File: src/rtl/nt_stream_rr_arbiter.sv
// nt_stream_rr_arbiter
// Packet-level round-robin arbiter that merges two AXI4-Stream sources onto
// the single pipeline ingress. A grant is held for a whole packet and is
// released only on the tlast handshake, so packets never interleave.
//
// Handshake: a beat moves on a port in any cycle where its tvalid and tready
// are both high. tvalid never waits on tready. The granted source sees
// m_tready directly on its tready. The other source sees tready = 0.
//
// Optional feature macro: NT_ARB_PKT_CNT_EN adds the per-source packet
// counters pkt_cnt0/pkt_cnt1 and the CNT_W parameter.
module nt_stream_rr_arbiter #(
    parameter int DATA_W = 512,
    parameter int KEEP_W = 64,
`ifdef NT_ARB_PKT_CNT_EN
    parameter int CNT_W  = 32,
`endif
    parameter int USER_W = 48
) (
    input  logic              ap_clk,
    input  logic              ap_rst,
    input  logic [DATA_W-1:0] s0_tdata,
    input  logic [KEEP_W-1:0] s0_tkeep,
    input  logic [USER_W-1:0] s0_tuser,
    input  logic              s0_tlast,
    input  logic              s0_tvalid,
    output logic              s0_tready,
    input  logic [DATA_W-1:0] s1_tdata,
    input  logic [KEEP_W-1:0] s1_tkeep,
    input  logic [USER_W-1:0] s1_tuser,
    input  logic              s1_tlast,
    input  logic              s1_tvalid,
    output logic              s1_tready,
    output logic [DATA_W-1:0] m_tdata,
    output logic [KEEP_W-1:0] m_tkeep,
    output logic [USER_W-1:0] m_tuser,
    output logic              m_tlast,
    output logic              m_tvalid,
    input  logic              m_tready,
`ifdef NT_ARB_PKT_CNT_EN
    output logic [CNT_W-1:0]  pkt_cnt0,
    output logic [CNT_W-1:0]  pkt_cnt1,
`endif
    output logic              dbg_state
);

    typedef enum logic {IDLE = 1'b0, BUSY = 1'b1} state_t;

    state_t state_q;
    logic   grant_q;
    logic   rr_ptr_q;
    logic   busy;
    logic   last_xfer;

    assign busy      = (state_q == BUSY);
    assign dbg_state = state_q;

    // Datapath mux: the granted source drives m_* while BUSY, all zero otherwise.
    always_comb begin
        m_tdata   = '0;
        m_tkeep   = '0;
        m_tuser   = '0;
        m_tlast   = 1'b0;
        m_tvalid  = 1'b0;
        s0_tready = 1'b0;
        s1_tready = 1'b0;
        if (busy) begin
            if (grant_q) begin
                m_tdata   = s1_tdata;
                m_tkeep   = s1_tkeep;
                m_tuser   = s1_tuser;
                m_tlast   = s1_tlast;
                m_tvalid  = s1_tvalid;
                s1_tready = m_tready;
            end else begin
                m_tdata   = s0_tdata;
                m_tkeep   = s0_tkeep;
                m_tuser   = s0_tuser;
                m_tlast   = s0_tlast;
                m_tvalid  = s0_tvalid;
                s0_tready = m_tready;
            end
        end
    end

    assign last_xfer = m_tvalid & m_tready & m_tlast;

    // Arbitration FSM: pick a source in IDLE, hold it until its tlast handshake.
    always_ff @(posedge ap_clk or posedge ap_rst) begin
        if (ap_rst) begin
            state_q  <= IDLE;
            grant_q  <= 1'b0;
            rr_ptr_q <= 1'b0;
        end else begin
            case (state_q)
                IDLE: begin
                    if (s0_tvalid | s1_tvalid) begin
                        // Tie goes to rr_ptr; a lone requester always wins.
                        grant_q <= (s0_tvalid & s1_tvalid) ? rr_ptr_q : s1_tvalid;
                        state_q <= BUSY;
                    end
                end
                BUSY: begin
                    if (last_xfer) begin
                        rr_ptr_q <= ~grant_q;
                        state_q  <= IDLE;
                    end
                end
                default: state_q <= IDLE;
            endcase
        end
    end

`ifdef NT_ARB_PKT_CNT_EN
    // Packet counters: bump the granted source's count on each tlast handshake, wrapping.
    always_ff @(posedge ap_clk or posedge ap_rst) begin
        if (ap_rst) begin
            pkt_cnt0 <= '0;
            pkt_cnt1 <= '0;
        end else if (last_xfer) begin
            if (grant_q) pkt_cnt1 <= pkt_cnt1 + 1'b1;
            else         pkt_cnt0 <= pkt_cnt0 + 1'b1;
        end
    end
`endif

endmodule

File: config.mk
export PLATFORM = sky130hd
export DESIGN_NAME = nt_stream_rr_arbiter
export DESIGN_NICKNAME = d
export VERILOG_FILES = /design/src/rtl/nt_stream_rr_arbiter.sv
export SDC_FILE = /design/constraint.sdc
export NUM_CORES = 1
export LEC_CHECK = 0
export BUFFER_PORTS_ARGS = -buffer_cell sky130_fd_sc_hd__buf_2
export CAP_MARGIN = 20
export CORE_AREA = 2 2 741 743
export CTS_CLUSTER_DIAMETER = 80
export DETAILED_ROUTE_END_ITERATION = 8
export DIE_AREA = 0 0 743 745
export PLACE_DENSITY = 0.3
export SYNTH_ARGS = -nofsm -noshare
export SYNTH_HDL_FRONTEND = slang
export SYNTH_SLANG_ARGS = --single-unit
File: constraint.sdc
create_clock -name ap_clk -period 1.21 [get_ports ap_clk]
set_clock_uncertainty 0.15 [all_clocks]
set_input_delay 0.121 -clock ap_clk [delete_from_list [all_inputs] [get_ports ap_clk]]
set_output_delay 0.121 -clock ap_clk [all_outputs]
set_load 0.01 [all_outputs]
======== Word-level counts from Yosys, hierarchy flattened ========
Cells that the tools add are included.
storage, ports and cells
  register bits after elaboration ......... 3
  output and inout port bits .............. 629
  logic and storage cells ................. 29
cells by class
  muxes and demuxes ....................... 18
  bitwise gates (word level) .............. 6
  reductions and logical operators ........ 2
operators by type and width
  cell                             number
  2-to-1 mux 512 bit               2
  2-to-1 mux 64 bit                2
  2-to-1 mux 48 bit                2
  2-to-1 mux 1 bit                 11
  AND reduction 2 bit              2
  bitwise AND 1 bit                3
  NOT 1 bit                        2
  case mux 1 bit (2 select lines)  1
  OR 1 bit                         1

======== Longest topological paths before layout ========
  depth in word-level cells ............... 6
  gate-level depth with buffers ........... 5
  gate-level depth less buffers ........... 3

======== Worst setup path before layout ========
OpenSTA, ideal clock, no wires.
  path type ............................... reg2out
  start point ............................. register state_q (netlist: dbg_state)
  end point ............................... output port m_tuser[27]
  arrival time ............................ 1.104 ns
  path slack .............................. -0.165 ns
  cell stages (with the launch flop) ...... 5
  path buffers ............................ 2
  cells stage by stage .................... dfrtp_1 inv_2 clkbuf_1 buf_2 nor2_1
on the way
  word-level cells in the longest chain between the ends .. 1
RTL lines
  item                      line  text
  start: declaration        49    state_t state_q;
  start signal: assignment  91    state_q <= IDLE;
  start signal: assignment  100   state_q <= BUSY;
  start signal: assignment  106   state_q <= IDLE;
  2-to-1 mux 48 bit         67    if (busy) begin
  end: declaration          36    output logic [USER_W-1:0] m_tuser,
No other way between the ends.

======== Worst setup path in the final report ========
  start point ............................. register grant_q
  end point ............................... output port m_tdata[76]
on the way
  word-level cells in the longest chain between the ends .. 2
RTL lines
  item                      line  text
  start: declaration        50    logic grant_q;
  start signal: assignment  99    grant_q <= (s0_tvalid & s1_tvalid) ? rr_ptr_q : s1_tvalid;
  2-to-1 mux 512 bit        68    if (grant_q) begin
  2-to-1 mux 512 bit        67
  end: declaration          34    output logic [DATA_W-1:0] m_tdata,
No other way between the ends.

==> metrics <==
die footprint=553500 um2; initial detailed-routing violation count=1834; Worst EP arrival=around 2.1 ns; reg-to-reg endpoint=rr_ptr_q; Die X=743 um; Initial Util=1.849%; final core utilization=slightly below 7%; worst vdd ir=796.6 uV; post-synthesis mux area share=62.05%; largest family of logic cells by synthesized area=multiplexers; GR Util All Layers=between 10% and 20%; max frequency=414.6 MHz; Ys Warns=0; PwrDens=1885 nW/um2; Placement Setup Slack=-1.856 ns; CTS root buf=clkbuf_16; CTS tree=built; Via Count=roughly 25000; Worst Hold End=grant_q; Final HPWL DP=398800 um; final net count=approximately 4800; Syn-to-layout area delta=264.7%; vias in the first global route=roughly 21000; drt wl/cell=38.37 um; Yosys reg bits=3; hold path start=s0_tvalid; clock buffer depth=2; antenna violations before repair=between 700 and 800; Worst R2R Path Depth=7; die height=745 um; FF-to-FF Start=grant_q; Slew Limit Fails=0; I/O pin cnt=1884; fin worst setup slack=-1.202 ns; ratio of cells with drive above 1 in the final layout=70.88%; core footprint=546200 um2; Final Hold Fails=0; top cells by area, synth=mux2i_1, nor2_1, buf_8, clkbuf_1, buf_12; Post-Synth XOR/XNOR Area=0%; largest net degree at the start of global routing=40; unrepaired setup endpoints after global routing=true; max cap viols=0; startpoint types=flip-flop; Final period util=199.4%; Mapped Nets=2663; CTS buffer count=3; crit path time final=2.412 ns; Setup CP Type=reg2out; Max-slew headroom=67.06%; cell accounting for the most synthesized area=mux2i_1; GP Congestion=1.069; status=finished with violations; number of distinct library cells after synthesis=19; worst hold slack=0.01384 ns; final setup violation count=632; drt pass-1 iters=5; post-synthesis compound-gate area fraction=0.2478%; post-synthesis sequential area ratio=less than 1%; detailed-route DRC error count=0; Adder-Cell Fraction of Synth Area=0%; Fin Setup TNS=-606.24 ns; CP max FO=6; clk_lat worst skew=0.22 ns; clock-pin slew on the worst setup and hold paths=0.03 ns; port buffer count=1883; HP Class=in2reg; cells after synthesis=1408; H-tree levels=1; Leakage=16.13 nW; Simple-Gate Fraction of Synth Area=23.65%; Synth top area share=62.05%; Slew @ Worst Pin=0.4838 ns; count of cells along the worst hold path=2; Post-DRT Antenna Nets=0; Mapped Avg Cell Area=7.172 um2; failing checks=negative setup slack; synthesized area=10100 um2; crit end category=output port; setup slack, reg-to-reg=-0.67 ns; Post-Route WL=423700 um; FP Rows=272; vias per std cell=2.220; gr ovfl total=0; TritonCTS Sinks=3; first-pass GRT wire length=461300 um; CP Data Required Time=0.94 ns
## report_power, final
group | switching [mW] | leakage [nW] | internal [mW]
combinational | 35.3 | 16.1 | 33.4
clock | 0.0957 | 0.0398 | 0.435
sequential | 0.0523 | 0.0307 | 0.154
## layout make-up
type / count / area, um2
tap: 7261 / 9085
timing repair inverter: 1 / 8.758
clock buffer: 4 / 78.83
timing repair buffer: 2246 / 16460
sequential: 3 / 80.08
inverter: 2 / 23.77
antenna: 262 / 655.6
fill: 64860 / 509400
multi-input combinational: 1264 / 10440
## cell families after synthesis
kind of cell | after synthesis
AO/OA/AOI/OAI | 4
buffers and inverters | 141
flip-flops | 3
multiplexers | 626
AND/OR/NAND/NOR | 634
## state kept, by name (all words and copies together), names as in the netlist
signal	cells
grant_q	1
dbg_state	1
rr_ptr_q	1
## repair_timing
item | 4_1_cts | 5_1_grt
hold endpoints to repair | 3 | 0
pin swaps | 48 | 111
buffers inserted | 83 | 46
gates resized for setup | 530 | 345
hold buffers | 1 | 0
gates cloned | 27 | 17
endpoints found under the setup margin | 632 | 632
## cells in the final DEF (no fill, tap or decap), types with 2 or more instances in the layout
master / netlist / layout
buf_2: 9 / 1672
nor2_2: 0 / 48
nor2_4: 0 / 52
buf_4: 1 / 203
nor2_1: 628 / 528
diode_2: 0 / 262
buf_6: 2 / 119
mux2i_2: 0 / 61
nand2_1: 2 / 2
mux2i_1: 626 / 484
buf_16: 0 / 43
a21oi_1: 2 / 2
buf_12: 6 / 148
mux2i_4: 0 / 81
clkbuf_16: 0 / 20
buf_8: 61 / 43
## per-layer routing
layer  vias up  global-route usage, %  share of wire, %  wire [um]
met5         -                      0              0.69       2924
met1     10560                  14.82                35     146900
li1       9346                      -                 -          -
met3      1457                  11.81                18      77330
met2      2720                  21.73                42     177100
met4       432                  4.936               4.6      19440
## stage by stage
stage	total power [mW]	area, um2	instances
after global routing	73.16	36470	10900
after detailed placement	51.92	30810	10650
final	69.44	36830	11040
after floorplan	23.97	10170	1408
after CTS	66.22	34530	10750
after global placement	51.54	30470	10640
## synth_stat cells
library cell	count
nor3_1	1
nand3_1	1
o22a_1	1
nand3b_1	1
nand2_1	2
clkbuf_1	60
nor2_1	628
buf_2	9
dfrtp_1	3
buf_6	2
a21oi_1	2
a31oi_1	1
buf_8	61
inv_2	1
buf_4	1
mux2i_1	626
inv_1	1
and3_1	1
buf_12	6
## worst max-delay path: stages (launching register included)
cell and delay, ns:
dfrtp_4 0.42, buf_12 0.18, buf_16 0.19, buf_16 0.20, buf_12 0.15, mux2i_4 0.44
nor2_1 0.08, buf_2 0.15
## worst max path at each step
stage          depth (start not counted)  slack [ns]    start           end
2_1_floorplan                          5       -0.15  grant_q  m_tdata[100]
3_3_place_gp                           5       -2.97  grant_q  m_tdata[230]
3_5_place_dp                           5       -1.86  grant_q   m_tdata[22]
4_1_cts                                7       -1.25  grant_q   m_tdata[76]
5_1_grt                                7       -1.24  grant_q   m_tdata[76]
6_report                               7       -1.20  grant_q   m_tdata[76]
Power figures use the tool's default switching activity.
